### config.mk
export PLATFORM = sky130hd
export DESIGN_NAME = wave_union_decoder
export DESIGN_NICKNAME = d
export VERILOG_FILES = /design/src/rtl/wave_union_decoder.sv
export SDC_FILE = /design/constraint.sdc
export NUM_CORES = 1
export LEC_CHECK = 0
export ABC_AREA = 1
export CORE_ASPECT_RATIO = 1.2
export CORE_MARGIN = 2
export CORE_UTILIZATION = 49
export CTS_BUF_LIST = sky130_fd_sc_hd__clkbuf_16
export DETAILED_ROUTE_END_ITERATION = 8
export GPL_TIMING_DRIVEN = 0
export PLACE_DENSITY = 0.68
export SLEW_MARGIN = 10
export SYNTH_ARGS = -nofsm -noshare
export SYNTH_HDL_FRONTEND = slang
export SYNTH_SLANG_ARGS = --single-unit
export TNS_END_PERCENT = 50
### constraint.sdc
create_clock -name i_clk -period 3.35 [get_ports i_clk]
set_input_delay 0.67 -clock i_clk [delete_from_list [all_inputs] [get_ports i_clk]]
set_output_delay 0.67 -clock i_clk [all_outputs]
set_load 0.005 [all_outputs]
### src/rtl/wave_union_decoder.sv
// Wave-union carry-chain tap decoder: hit detection, ones-count fine code, coarse stamp, FWFT FIFO.
// Optional hit counter port o_hit_cnt enabled by defining WU_DEC_HIT_CNT_EN.
module wave_union_decoder #(
    parameter int unsigned NUM_TAPS   = 16,
    parameter int unsigned FINE_W     = 5,
    parameter int unsigned COARSE_W   = 16,
    parameter int unsigned FIFO_DEPTH = 4
) (
    input  logic                         i_clk,
    input  logic                         i_rst,
    input  logic                         i_en,
    input  logic [NUM_TAPS-1:0]          i_taps,
    output logic                         o_valid,
    input  logic                         i_ready,
    output logic [COARSE_W+FINE_W-1:0]   o_data,
`ifdef WU_DEC_HIT_CNT_EN
    output logic [15:0]                  o_hit_cnt,
`endif
    output logic                         o_overflow
);

    localparam int unsigned DATA_W = COARSE_W + FINE_W;
    localparam int unsigned PTR_W  = $clog2(FIFO_DEPTH);
    localparam int unsigned CNT_W  = PTR_W + 1;

    logic [COARSE_W-1:0] coarse_cnt;
    logic [COARSE_W-1:0] cnt_q;
    logic [COARSE_W-1:0] coarse_r;
    logic [NUM_TAPS-1:0] tap_q;
    logic                tap_p0;
    logic                tap_v;
    logic                tap_pv;
    logic                hit;
    logic                hit_r;
    logic [FINE_W-1:0]   fine_c;
    logic [FINE_W-1:0]   fine_r;

    // Sample and stamp pipeline; tap_v/tap_pv mark that tap_q/tap_p0 hold post-reset samples
    always_ff @(posedge i_clk) begin
        if (i_rst) begin
            coarse_cnt <= '0;
            cnt_q      <= '0;
            tap_q      <= '0;
            tap_p0     <= 1'b0;
            tap_v      <= 1'b0;
            tap_pv     <= 1'b0;
            hit_r      <= 1'b0;
            fine_r     <= '0;
            coarse_r   <= '0;
        end else begin
            coarse_cnt <= coarse_cnt + COARSE_W'(1);
            cnt_q      <= coarse_cnt;
            tap_q      <= i_taps;
            tap_p0     <= tap_q[0];
            tap_v      <= 1'b1;
            tap_pv     <= tap_v;
            hit_r      <= hit;
            fine_r     <= fine_c;
            coarse_r   <= cnt_q;
        end
    end

    // Ones-count tolerates the wave-union double edge and bubbles
    always_comb begin
        fine_c = '0;
        for (int unsigned i = 0; i < NUM_TAPS; i++) begin
            fine_c = fine_c + FINE_W'(tap_q[i]);
        end
    end

    assign hit = i_en & tap_pv & tap_q[0] & ~tap_p0;

    logic [DATA_W-1:0] mem [FIFO_DEPTH];
    logic [PTR_W-1:0]  wr_ptr;
    logic [PTR_W-1:0]  rd_ptr;
    logic [PTR_W-1:0]  wr_ptr_n;
    logic [PTR_W-1:0]  rd_ptr_n;
    logic [CNT_W-1:0]  count;
    logic [CNT_W-1:0]  count_n;
    logic [DATA_W-1:0] push_data;
    logic [DATA_W-1:0] head_n;
    logic              full;
    logic              pop;
    logic              push;
    logic              drop;

    assign push_data = {coarse_r, fine_r};
    assign full      = (count == CNT_W'(FIFO_DEPTH));
    assign pop       = o_valid & i_ready;
    assign push      = hit_r & (~full | pop);
    assign drop      = hit_r & full & ~pop;

    // Next FIFO state; head is pre-computed so o_valid/o_data come straight from flops
    always_comb begin
        wr_ptr_n = wr_ptr;
        rd_ptr_n = rd_ptr;
        count_n  = count;
        head_n   = o_data;
        if (push) begin
            wr_ptr_n = wr_ptr + PTR_W'(1);
        end
        if (pop) begin
            rd_ptr_n = rd_ptr + PTR_W'(1);
        end
        if (push && !pop) begin
            count_n = count + CNT_W'(1);
        end else if (!push && pop) begin
            count_n = count - CNT_W'(1);
        end
        if (count_n != '0) begin
            head_n = (push && (rd_ptr_n == wr_ptr)) ? push_data : mem[rd_ptr_n];
        end
    end

    always_ff @(posedge i_clk) begin
        if (push) begin
            mem[wr_ptr] <= push_data;
        end
    end

    always_ff @(posedge i_clk) begin
        if (i_rst) begin
            wr_ptr     <= '0;
            rd_ptr     <= '0;
            count      <= '0;
            o_valid    <= 1'b0;
            o_data     <= '0;
            o_overflow <= 1'b0;
        end else begin
            wr_ptr     <= wr_ptr_n;
            rd_ptr     <= rd_ptr_n;
            count      <= count_n;
            o_valid    <= (count_n != '0);
            o_data     <= head_n;
            o_overflow <= o_overflow | drop;
        end
    end

`ifdef WU_DEC_HIT_CNT_EN
    // Counts detected hits, dropped ones included; saturates
    always_ff @(posedge i_clk) begin
        if (i_rst) begin
            o_hit_cnt <= '0;
        end else if (hit && (o_hit_cnt != 16'hFFFF)) begin
            o_hit_cnt <= o_hit_cnt + 16'd1;
        end
    end
`endif

endmodule
Word level (Yosys, flattened, before mapping) --
Memories as Yosys holds them, arrays and structs flattened. A register that Yosys moved wholly into a read port is not among the register bits. Index checks and enable logic that the tools add are counted.
Cells by class: $add $sub $neg 20, eq/ne operators 1, multiplexer cells 6, bitwise operators 12, reduce and logical (&&, ||, !) cells 5
Operator list (count):
- 5-bit by 1-bit adder with 5-bit output | 11
- 16-bit by 1-bit adder with 16-bit output (second input constant) | 1
- 1-bit AND | 7
- 3-bit two-way mux | 2
- 4-bit by 1-bit adder with 5-bit output | 1
- 2-bit by 1-bit adder with 2-bit output (second input constant) | 2
- 3-bit by 1-bit adder with 4-bit output | 1
- 2-bit by 1-bit adder with 3-bit output | 1
- 3-bit by 1-bit adder with 3-bit output (second input constant) | 1
- 3-bit == test (second input constant) | 1
- 1-bit two-way mux | 3
- 1-bit NOT | 3
- 3-bit nonzero test | 1
- 3-bit by 1-bit subtractor with 3-bit output (second input constant) | 1
- 1-bit by 1-bit adder with 2-bit output | 1
- 1-bit logical AND | 2
- 1-bit logical NOT | 2
- 2-bit two-way mux | 1
- 1-bit bitwise OR | 2
Word-level totals: register bits 82, memory bits (writable) 84, input bits 20, output and inout port bits 23, logic and storage cells 59, memories 1
Memory list:
- mem | words 4, bits a word 21, read ports 1, clocked after memory_dff 1, wr ports 1, RTL line 73 | logic [DATA_W-1:0] mem [FIFO_DEPTH];

Logic depth before layout (Yosys ltp) --
depth after elaboration 15, depth in mapped cells 14, mapped depth without buffers 13

Least setup slack after synthesis --
Ideal clock, no wire load.
path type flip-flop to flip-flop, from reg tap_q[0], to reg fine_r[3], setup time 0.070 ns, data arrival time 3.147 ns, data required time 3.280 ns, path slack 0.133 ns, cell stages (with the launch flop) 12, path buffers 0, period minus slack after synthesis 3.217 ns, cell sequence dfxtp_1 inv_1 fa_1 fa_1 fa_1 fa_1 inv_1 ha_1 a21o_1 a21oi_1 o21ai_0 a21oi_1
On the way: cells in the longest elaborated chain, start to end 15
RTL lines:
- from (decl) | RTL line 29 | logic [NUM_TAPS-1:0] tap_q;
- from (signal assigned) | RTL line 53 | tap_q <= i_taps;
- 1-bit by 1-bit adder with 2-bit output | RTL line 67 | fine_c = fine_c + FINE_W'(tap_q[i]);
- 2-bit by 1-bit adder with 3-bit output | RTL line 67
- 3-bit by 1-bit adder with 4-bit output | RTL line 67
- 4-bit by 1-bit adder with 5-bit output | RTL line 67
- 5-bit by 1-bit adder with 5-bit output (11 in series) | RTL line 67
- to (signal assigned) | RTL line 58 | fine_r <= fine_c;
- to (decl) | RTL line 36 | logic [FINE_W-1:0] fine_r;
Every way passes these cells. A chain may end at the register's enable or synchronous reset.

Final worst setup path --
from reg tap_q[0], to reg fine_r[4]
The elaborated chain is that of the path after synthesis.

==> metrics <==
status finished, violations left; failing checks negative setup slack; Final ANT Viol Nets 0; Compound-Gate Fraction of Synth Area 1.812%; Hold Fails Final Rpt 0; reg2reg end fine_r[4]; DR DRC count 0; Hold Path Origin tap_p0; Crit path largest cell delay ~0.58 ns; largest net degree at the start of global routing 18; row cnt 51; Yosys reg bits 187; largest family of logic cells by synthesized area simple AND/OR/NAND/NOR gates; Synth Area per Inst between 8 and 9 sq um; cells on worst reg2reg path 12; Synth Area in Simple Gates 25.63%; share of cells above drive strength 1 8.489%; CTS tree done; Top Family by Delay on Critical Path adder cells; core area 0.01608 sq mm; Total GRT Usage 19.49%; Mapped Nets 928; first-pass GRT wire length 25,880 microns; slowest CP cell fa_2; Detailed Route WL 16,120 microns; Clock Latency Late Sink 0.43 ns; RSZ-0062 raised after global routing true; chip height 143.5 microns; sequential share of the synthesized area between 50 and 60%; Slew HR 55.59%; Hold Path Class reg -> reg; CP startpoint kind register; DR WL/cell ~14 microns; maximum VDD drop between 0.0003 and 0.0004 V; Post-Synth Adder-Cell Area 4.568%; Fin Setup TNS -0.03045 ns; Max clock buf depth 2; Finished Core Util 57.82%; clock-pin slew on the worst setup and hold paths 0.06 ns; antenna cells 0; multiplexer area fraction after synthesis 0%; Static Leak 4.004 nW; design area slightly above 0.009 sq mm; CP required 3.69 ns; IO buf count 41; RR Startpoint tap_q[0]; Buffers & Inverters on Critical Path 4; # Max-Cap Violations 0; Placement Cell Area 0.008701 sq mm; Hold Path Depth 1; Placed Instances 1,142; pwr dens around 670 mW/mm^2; Sink Count roughly 190; DRT Pass-1 Iters 5; Synth Warn # 0; I/O pins 43; Critical Path Fanout Max 3; Layout Cells excl Fill 1,178; max-slew violations 0; H-tree Lvls 4; fin nets 996; post-synthesis xor/xnor area fraction 0.2205%; Cell Area, Synth 0.007943 sq mm; crit path kind reg -> reg; minimum clock period 3.366 ns; initial antenna violation count 0; reg-to-reg setup timing slack -0.02 ns; estimated wirelength of the detail-placed design 11,470 microns; Synth cell types 28; Endpoint, Worst Hold hit_r; Num CTS Buffers 17; Die Area 0.01725 sq mm; DR vias/cell 4.821; CP Capture Type register; Pwr Total 6.275 mW; Starting Density 49.39%; vias in the first global route 5,272; via count 5,679; starting DRC count in detailed routing roughly 310; Final GP Congestion 0.8407; post-cts hold buffer count 0; slew of the pin with the lowest slew margin 0.6654 ns; area grow syn2layout 17.06%; gr ovfl total 0; Clock Skew 0.01354 ns; WP data arrival 3.70 ns; Die X 120.2 microns; slack of the critical path -0.01602 ns; Syn Inst Count 885; root buffer cell clkbuf_16; CP Cell Sequence inv_2, fa_1, fa_1, fa_2, fa_1, inv_1, ha_2, inv_2, fa_2, inv_2, a21oi_1, nor3_1; setup violators final 3; Tcrit/Tclk final 100.5%; fmax 297.1 MHz
[through the flow]
stage / setup WS (ns) / hold WS, ns
global route: -0.1222 / 0.4122
CTS: 0.01440 / 0.4002
global placement: -0.4104 / 0.3781
detailed placement: -0.08508 / 0.3908
finish: -0.01602 / 0.3970
floorplan: 0.1335 / 0.3741
[kinds of logic after synthesis]
kind of cell | after synthesis
AND/OR/NAND/NOR | 443
buffers and inverters | 202
flip-flops | 187
AO/OA/AOI/OAI | 28
adder cells (fa/ha/maj) | 23
XOR/XNOR | 2
[placed cells by master, fill, tap and decap left out, types with 2 or more instances in the layout]
cell	n
edfxtp_1	84
clkdlybuf4s50_1	41
inv_4	3
inv_6	4
inv_2	6
nand3_2	2
nand4_1	25
buf_4	6
ha_1	12
fa_2	2
nor2_2	8
o21ai_0	7
buf_1	3
a21oi_1	16
buf_2	14
nand3_1	75
dfxtp_2	2
clkbuf_1	20
nand3b_1	43
nand2_2	2
inv_1	157
clkinv_2	3
clkbuf_16	17
xor2_1	2
buf_6	2
buf_8	3
nor3b_1	2
clkinvlp_4	2
nor4_1	2
nor2_1	112
fa_1	8
dfxtp_1	101
nand2_1	163
nor3_1	8
[cell type report]
class	instances	area (sq um)
clock inverters	15	121.4
flip-flops and latches	187	4587
repair buffers	49	513.0
well taps	212	265.3
inverters	161	604.3
plain buffers	41	193.9
fillers	1425	6783
clock buffers	17	425.4
multi-input cells	496	2587
[layer usage]
| layer | GRT usage [%] | wire length [microns] | vias up |
|---|---|---|---|
| met5 | 0 | 0 | - |
| met4 | 6.854 | 248 | 0 |
| met3 | 3.571 | 783 | 18 |
| met2 | 33.97 | 8016 | 129 |
| met1 | 24.39 | 7070 | 2614 |
| li1 | - | - | 2918 |
[sequential cells by signal (all words and copies together), names as in the netlist, 2 cells and up]
| name | count |
|---|---|
| mem | 84 |
| wr_ptr | 2 |
| o_data | 21 |
| tap_q | 16 |
| coarse_cnt | 16 |
| rd_ptr | 2 |
| coarse_r | 16 |
| cnt_q | 16 |
| count | 3 |
| fine_r | 5 |
[synth_stat cells]
cell / count / area (sq um)
nor4_1: 2 / 12.51
a21oi_1: 17 / 85.08
buf_1: 3 / 11.26
nand3_1: 75 / 375.4
nor3_1: 8 / 40.04
dfxtp_1: 103 / 2062
nand3_2: 2 / 20.02
a31oi_1: 1 / 6.260
buf_4: 2 / 15.01
nand4_1: 25 / 156.4
a21o_1: 1 / 7.510
nand3b_1: 43 / 322.8
nand2_1: 163 / 611.8
buf_6: 2 / 22.52
inv_1: 160 / 600.6
nor3b_1: 2 / 15.01
ha_1: 13 / 162.7
edfxtp_1: 84 / 2522
buf_2: 14 / 70.07
nand2_2: 2 / 12.51
xor2_1: 2 / 17.52
fa_1: 10 / 200.2
inv_2: 1 / 3.750
o21ai_0: 9 / 45.04
nor2_2: 3 / 18.77
nor2_1: 117 / 439.2
nand2_4: 1 / 11.26
clkbuf_1: 20 / 75.07
[how the worst max path moves through the flow]
stage	startpoint	end	slack [ns]	cells past startpoint
finish	tap_q[0]	fine_r[4]	-0.02	12
floorplan	tap_q[0]	fine_r[3]	0.13	11
detailed placement	tap_q[0]	fine_r[3]	-0.09	11
global placement	i_ready	mem[0][15]	-0.41	5
global route	tap_q[0]	fine_r[3]	-0.12	12
CTS	tap_q[0]	fine_r[2]	0.01	12
[power by group]
part	total [mW]	switching [mW]	internal [mW]
Combinational	1.75	1.03	0.720
Sequential	2.66	0.117	2.54
Clock	1.86	0.840	1.02
Total	6.27	1.99	4.29
[repair_timing]
| item | CTS | global route |
|---|---|---|
| setup buffers | 1 | 3 |
| pin swaps | 3 | 9 |
| setup endpoints to repair | 3 | 4 |
| resized for setup | 0 | 14 |
| endpoints found under the hold margin | 0 | 0 |
Power figures use the tool's default switching activity.
